`src/rtl/serial_add_pkg.sv`:
```
// ============================================================================
// Module      : serial_add_pkg
// Description : Shared types and constants for the nibble-serial adder.
// Revision    : 1.0 - initial release
// ============================================================================
`default_nettype none

package serial_add_pkg;

  localparam int NIBBLE_W          = 4;
  localparam int N_NIBBLES_DEFAULT = 4;

  typedef enum logic [1:0] {
    IDLE = 2'd0,
    RUN  = 2'd1,
    DONE = 2'd2
  } state_t;

endpackage

`default_nettype wire

```
`src/rtl/serial_add_ctrl_rca.sv`:
```
// ============================================================================
// Module      : rca
// Description : 4-bit ripple-carry adder, time-shared by the serial controller.
// Revision    : 1.0 - initial release
// ============================================================================
`default_nettype none

module rca
  import serial_add_pkg::*;
(
  input  logic [NIBBLE_W-1:0] a,
  input  logic [NIBBLE_W-1:0] b,
  input  logic                c_in,
  output logic [NIBBLE_W-1:0] s,
  output logic                c_out
);

  logic [NIBBLE_W:0] w_c;

  assign w_c[0] = c_in;

  for (genvar i = 0; i < NIBBLE_W; i++) begin : g_bit
    assign s[i]     = a[i] ^ b[i] ^ w_c[i];
    assign w_c[i+1] = (a[i] & b[i]) | (w_c[i] & (a[i] ^ b[i]));
  end

  assign c_out = w_c[NIBBLE_W];

endmodule

`default_nettype wire

```
`src/rtl/serial_add_ctrl.sv`:
```
// ============================================================================
// Module      : serial_add_ctrl
// Description : Valid/ready wrapped add/subtract, one nibble per clock.
// Revision    : 1.0 - initial release
// ============================================================================
`default_nettype none

module serial_add_ctrl
  import serial_add_pkg::*;
#(
  parameter int N_NIBBLES = N_NIBBLES_DEFAULT
) (
  input  logic                        clk,
  input  logic                        rst,
  input  logic                        in_valid,
  output logic                        in_ready,
  input  logic [NIBBLE_W*N_NIBBLES-1:0] a,
  input  logic [NIBBLE_W*N_NIBBLES-1:0] b,
  input  logic                        c_in,
  input  logic                        op_sub,
  output logic                        out_valid,
  input  logic                        out_ready,
  output logic [NIBBLE_W*N_NIBBLES-1:0] sum,
  output logic                        c_out,
  output logic                        overflow
);

  localparam int W     = NIBBLE_W * N_NIBBLES;
  localparam int IDX_W = (N_NIBBLES > 1) ? $clog2(N_NIBBLES) : 1;
  localparam logic [IDX_W-1:0] C_LAST_IDX = IDX_W'(N_NIBBLES - 1);

  state_t                                r_state;
  logic [N_NIBBLES-1:0][NIBBLE_W-1:0]    r_a;
  logic [N_NIBBLES-1:0][NIBBLE_W-1:0]    r_b;
  logic [N_NIBBLES-1:0][NIBBLE_W-1:0]    r_sum;
  logic [IDX_W-1:0]                      r_idx;
  logic                                  r_carry;

  logic [NIBBLE_W-1:0] w_a_nib;
  logic [NIBBLE_W-1:0] w_b_nib;
  logic [NIBBLE_W-1:0] w_s;
  logic                w_co;

  assign w_a_nib = r_a[r_idx];
  assign w_b_nib = r_b[r_idx];

  rca u_rca (
    .a     (w_a_nib),
    .b     (w_b_nib),
    .c_in  (r_carry),
    .s     (w_s),
    .c_out (w_co)
  );

  assign sum = r_sum;

  always_ff @(posedge clk) begin
    if (rst) begin
      r_state   <= IDLE;
      in_ready  <= 1'b1;
      out_valid <= 1'b0;
      r_a       <= '0;
      r_b       <= '0;
      r_sum     <= '0;
      r_idx     <= '0;
      r_carry   <= 1'b0;
      c_out     <= 1'b0;
      overflow  <= 1'b0;
    end else begin
      case (r_state)
        IDLE: begin
          if (in_valid && in_ready) begin
            // Subtract is A + ~B + 1, so the inversion and forced carry happen at capture.
            r_a      <= a;
            r_b      <= b ^ {W{op_sub}};
            r_carry  <= op_sub ? 1'b1 : c_in;
            r_idx    <= '0;
            in_ready <= 1'b0;
            r_state  <= RUN;
          end
        end
        RUN: begin
          r_sum[r_idx] <= w_s;
          r_carry      <= w_co;
          if (r_idx == C_LAST_IDX) begin
            c_out     <= w_co;
            overflow  <= (w_a_nib[NIBBLE_W-1] == w_b_nib[NIBBLE_W-1]) &&
                         (w_s[NIBBLE_W-1] != w_a_nib[NIBBLE_W-1]);
            out_valid <= 1'b1;
            r_state   <= DONE;
          end else begin
            r_idx <= r_idx + 1'b1;
          end
        end
        DONE: begin
          if (out_ready) begin
            out_valid <= 1'b0;
            in_ready  <= 1'b1;
            r_state   <= IDLE;
          end
        end
        default: begin
          out_valid <= 1'b0;
          in_ready  <= 1'b1;
          r_state   <= IDLE;
        end
      endcase
    end
  end

endmodule

`default_nettype wire

```
`config.mk`:
```
export PLATFORM = sky130hd
export DESIGN_NAME = serial_add_ctrl
export DESIGN_NICKNAME = d
export VERILOG_FILES = /design/src/rtl/serial_add_pkg.sv /design/src/rtl/serial_add_ctrl_rca.sv /design/src/rtl/serial_add_ctrl.sv
export SDC_FILE = /design/constraint.sdc
export NUM_CORES = 1
export LEC_CHECK = 0
export BUFFER_PORTS_ARGS = -buffer_cell sky130_fd_sc_hd__clkbuf_2
export CORE_UTILIZATION = 50
export CTS_BUF_LIST = sky130_fd_sc_hd__clkbuf_4 sky130_fd_sc_hd__clkbuf_8
export CTS_CLUSTER_SIZE = 28
export DETAILED_ROUTE_END_ITERATION = 7
export MAX_ROUTING_LAYER = met4
export PLACE_DENSITY = 0.78
export SLEW_MARGIN = 25
export SYNTH_ARGS = -nofsm -noshare
export SYNTH_HDL_FRONTEND = slang
export SYNTH_SLANG_ARGS = --single-unit
```
`constraint.sdc`:
```
create_clock -name clk -period 3.4 [get_ports clk]
set_input_delay 0.68 -clock clk [delete_from_list [all_inputs] [get_ports clk]]
set_output_delay 0.68 -clock clk [all_outputs]
set_load 0.01 [all_outputs]
```
# After elaboration in Yosys (flattened, before gate mapping)
# Cells that the tools add are included.
# word_totals
input_bits	38
output_inout_bits	20
wordCells	89
ff_bits	57
# op_classes
mux	23
order_cmp	2
reduce_logical	12
addsub	1
eq_ne	9
bitwise	23
# op_table
operator	n
$bmux W4 S2	2
$bwmux W16	1
$xor A16 B16 Y16	1
$mux W4	3
$reduce_and A3 Y1	4
$mux W2	5
$and A1 B1 Y1	8
$demux W4 S2	1
$ne A2 B2 Y1 const B	4
$xor A1 B1 Y1	8
$mux W1	6
$pmux W1 S3	2
$pmux W2 S3	1
$reduce_and A2 Y1	3
$eq A2 B2 Y1 const B	2
$or A1 B1 Y1	4
$pmux W2 S2	1
$logic_and A1 B1 Y1	3
$lt A2 B3 Y1 const B	1
$add A2 B1 Y2 const B	1
$eq A2 B1 Y1 const B	1
$ge A2 B1 Y1 const B	1
$logic_not A2 Y1	1
$not A1 Y1	2
other kinds (4)	4

# Depth between registers and ports, before layout
# logic_depth
depth_word	12
mapped_depth	12
mapped_depth_nobuf	11

# Modules after synthesis
# A second synthesis with hierarchy kept.
# unflattened
cells_unflattened	290
hier_area_um2	2620.0
# modules_own_cells
mod	area_each_um2	instances	cells_per_inst	seq_area_each_um2
serial_add_ctrl	2502.4	1	276	1141.1
rca	117.6	1	14	0.0

# Least setup slack after synthesis
# Ideal clock, no wire load.
# synth_timing
path_kind	register to register
from	register r_idx[1]
to	register overflow
path_stages_with_launch	13
synth_period_minus_slack_ns	3.413
t_arrival_ns	3.346
setup_ns	0.067
setup_slack_ns	-0.013
required_time_ns	3.333
path_cell_list	dfxtp_1 clkbuf_1 mux4_1 fa_1 inv_1 fa_1 inv_1 fa_1 inv_1 fa_1 xor2_1 or3_1 a21oi_2
# synth_between
elab_chain_len	12
word_cells_on_any_way	23
# synth_lines
element	line_no	text
start, declared	serial_add_ctrl.sv:36	logic [IDX_W-1:0] r_idx;
start signal, assigned	serial_add_ctrl.sv:92	r_idx <= r_idx + 1'b1;
$bmux W4 S2 (on tied branches)	serial_add_ctrl.sv:44, serial_add_ctrl.sv:45	
$mux W4 (on tied branches)	serial_add_ctrl.sv:44, serial_add_ctrl.sv:45	
$xor A1 B1 Y1	serial_add_ctrl_rca.sv:24	assign w_c[i+1] = (a[i] & b[i]) | (w_c[i] & (a[i] ^ b[i]));
$and A1 B1 Y1	serial_add_ctrl_rca.sv:24	
$or A1 B1 Y1	serial_add_ctrl_rca.sv:24	
$and A1 B1 Y1	serial_add_ctrl_rca.sv:24	
$or A1 B1 Y1	serial_add_ctrl_rca.sv:24	
$and A1 B1 Y1	serial_add_ctrl_rca.sv:24	
$or A1 B1 Y1	serial_add_ctrl_rca.sv:24	
$xor A1 B1 Y1	serial_add_ctrl_rca.sv:23	assign s[i] = a[i] ^ b[i] ^ w_c[i];
$ne A1 B1 Y1	serial_add_ctrl.sv:88	(w_s[NIBBLE_W-1] != w_a_nib[NIBBLE_W-1]);
$logic_and A1 B1 Y1	serial_add_ctrl.sv:87	overflow <= (w_a_nib[NIBBLE_W-1] == w_b_nib[NIBBLE_W-1]) &&
end signal, assigned	serial_add_ctrl.sv:87	
end, declared	serial_add_ctrl.sv:25	output logic overflow
# Parallel ways exist; a longest one is shown, timed or not. The select of a mux whose other input is x is not followed.
# A chain may end at the register's enable or synchronous reset.

# Final worst setup path
# Ends and elaborated chain as after synthesis.

==> flow_metrics.tcl <==
set metrics [dict create \
    met1_length_um 2280 \
    final_core_util 0.636 \
    n_antenna_cell 0 \
    routed_wl_um 4930 \
    start_util 0.530 \
    setup_viol 0 \
    combPwrFrac 0.146 \
    ir_drop_mv 0.261 \
    cp_max_fo 5 \
    min_path_type "reg -> reg" \
    route.detailed.drc 0 \
    p_switching_mw 0.403 \
    synthArstFlopShare 0 \
    worstPathCellList "mux4_1 > fa_1 > inv_1 > fa_1 > inv_1 > fa_1 > inv_1 > fa_2 > xor2_1 > or3_1 > a21oi_2" \
    drive_gt1_frac 0.248 \
    synth_top_area_frac 0.447 \
    fin_nets 369 \
    vias 1961 \
    gp_congestion 0.754 \
    period_share 0.956 \
    setup-tns-final_ns 0 \
    cts_setup_buffers 0 \
    hold_buffers 0 \
    fmax_ghz 0.308 \
    first_iter_violations 73 \
    hpwl_um 3550 \
    synth_flop_cell "dfxtp_1" \
    critPathTopFamily "adder cells" \
    overflow 0 \
    cts_root_buf "clkbuf_8" \
    clkLatencyLatePin_ns 0.34 \
    std_cell_rows 25 \
    placed_area_um2 2870 \
    critPathBufInv 3 \
    max_slew.worst_pin.slew_ns 0.993 \
    skew_ns 0.00959 \
    p_int_mw 1.20 \
    avgSynthCellArea_um2 9.35 \
    final_hold_viol_count 0 \
    highest_layer "met4" \
    synth_edf_count 0 \
    vias_per_cell 4.99 \
    grt_max_degree 58 \
    antenna_found_initial 0 \
    htreeDepth 3 \
    synthTopCellsByCount "dfxtp_1, nand2_1, nor2_1, a211oi_1, a21oi_1" \
    crit_path_max_incr_delay_ns 0.57 \
    netlist_area_um2 2550 \
    cts_buffer_depth 2 \
    cts_tree "built" \
    grt_pass1_vias 1760 \
    rsz0062_at_grt "false" \
    power_leakage_nw 1.24 \
    dr_wl_met3_um 205 \
    synth-seq-cells 57 \
    ant_nets 0 \
    ys_seq_area_frac 0.447 \
    slew_headroom 0.338 \
    seq_power_share 0.460 \
    finalMaxSlewViolations 0 \
    syn_nets 320 \
    yosysUniqueCellTypes 29 \
    switching_share 0.251 \
    postLayoutCellArea_um2 3060 \
    numCtsBuffers 9 \
    grt_usage 0.208 \
    cts_sinks 57 \
    area_delta_synth_final_pct 20.1 \
    die_h_um 73.4 \
    status "completed" \
    wire_per_inst_um 12.6 \
    min_period_ns 3.25 \
    die_w_um 73.4 \
    end_kind "flop" \
    synth_warnings 0 \
    clockPowerShare 0.394 \
    critical_path_class "reg -> reg" \
    path_clk_slew_ns 0.06 \
    io_buffers 57 \
    arrival_ns 3.51 \
    cap_violations 0 \
    dr.pass1.iters 4 \
    setup_slack_ns 0.148 \
    die_area_um2 5390 \
    worstPathRequired_ns 3.65 \
    met2_length_um 2310 \
    synth_top_area_cell "dfxtp_1" \
    synth_cells 273 \
    grt_pass1_wl_um 7980 \
    core_um2 4820 \
    cp-start-kind "flop" \
    powerDensity_nw_per_um2 524 \
    io_pins 58 \
    synth_area_leaders "dfxtp_1, a211oi_1, mux4_1, nand2_1, nor2_1" \
    yosysMostFrequentCell "dfxtp_1" \
    pre_cts_slack_ns 0.0866 \
    cp_slowest_cell "mux4_1" \
]
## tightest hold or removal path, cell delays in order, from the launching register on
cell     delay (ns)
dfxtp_1        0.30
nand2_1        0.05
a21oi_1        0.05
## registers in the layout, summed over array words and instances, names as in the netlist
register,flops
sum,16
r_b,16
r_state,2
in_ready,1
r_a,16
out_valid,1
r_carry,1
c_out,1
r_idx,2
overflow,1
## cell families (layout without fill, tap and decap cells)
logic type	count (synthesis)	after routing	share of synthesized area
xor+xnor	17	17	0.0584
fa+ha+maj	9	9	0.0559
mux	14	14	0.104
flops	57	57	0.447
compound gates	53	53	0.132
buf+inv	31	84	0.0495
simple gates	92	92	0.152
## per-layer routing
layer / global-route usage / vias to the layer above
li1: - / 1022
met1: 0.246 / 877
met2: 0.321 / 51
met3: 0.0494 / 11
met4: 0.128 / 0
met5: - / -
## power groups by stage
stage | clock [mW] | sequential (mW) | combinational (mW)
floorplan | 0 | 0.747 | 0.171
global placement | 0 | 0.751 | 0.231
detailed placement | 0 | 0.752 | 0.236
CTS | 0.643 | 0.738 | 0.237
global route | 0.668 | 0.743 | 0.264
finish | 0.631 | 0.738 | 0.235
## final timing paths
path                                       startpoint                    end  slack (ns)  depth (start not counted)
worst max-delay path            r_idx[1]$_SDFFE_PP0P_  overflow$_SDFFE_PP0P_        0.15                         11
worst min-delay path              r_a[2]$_SDFFE_PP0P_    r_a[2]$_SDFFE_PP0P_        0.45                          2
worst max register to register  r_idx[1]$_SDFFE_PP0P_  overflow$_SDFFE_PP0P_        0.15                         11
worst min register to register    r_a[2]$_SDFFE_PP0P_    r_a[2]$_SDFFE_PP0P_        0.45                          2
## cell usage in the layout, fill, tap and decap left out, drive strengths merged, types with 2 or more instances in the layout
master and count:
dfxtp 57, clkbuf 68, nor2 38, mux2i 6, ha 5, and2 4, nand2b 2, clkinv 2
mux4 8, nand2 41, a21oi 25, fa 4, nor4bb 2, buf 4, a211oi 25, xnor2 16
inv 9
## cell type report
cell class	instances	area, um2
multi-input cells	185	1300
inverters	9	33.8
clock inverters	3	40.0
well taps	67	83.8
clock buffers	12	159
flip-flops and latches	57	1140
fillers	440	1750
repair buffers	60	308
## stage by stage
stage                     hold slack, ns  total power, mW  cells
after floorplan                    0.432            0.918    273
after global routing               0.471             1.67    393
after detailed placement           0.445            0.988    378
after global placement             0.444            0.982    378
final                              0.452             1.60    393
after CTS                          0.453             1.62    393
## what timing repair did
item,CTS,global route
gates resized for setup,0,2
endpoints found under the hold margin,0,0
endpoints found under the setup margin,0,1
Note: power is estimated with default switching activity, not from simulation.
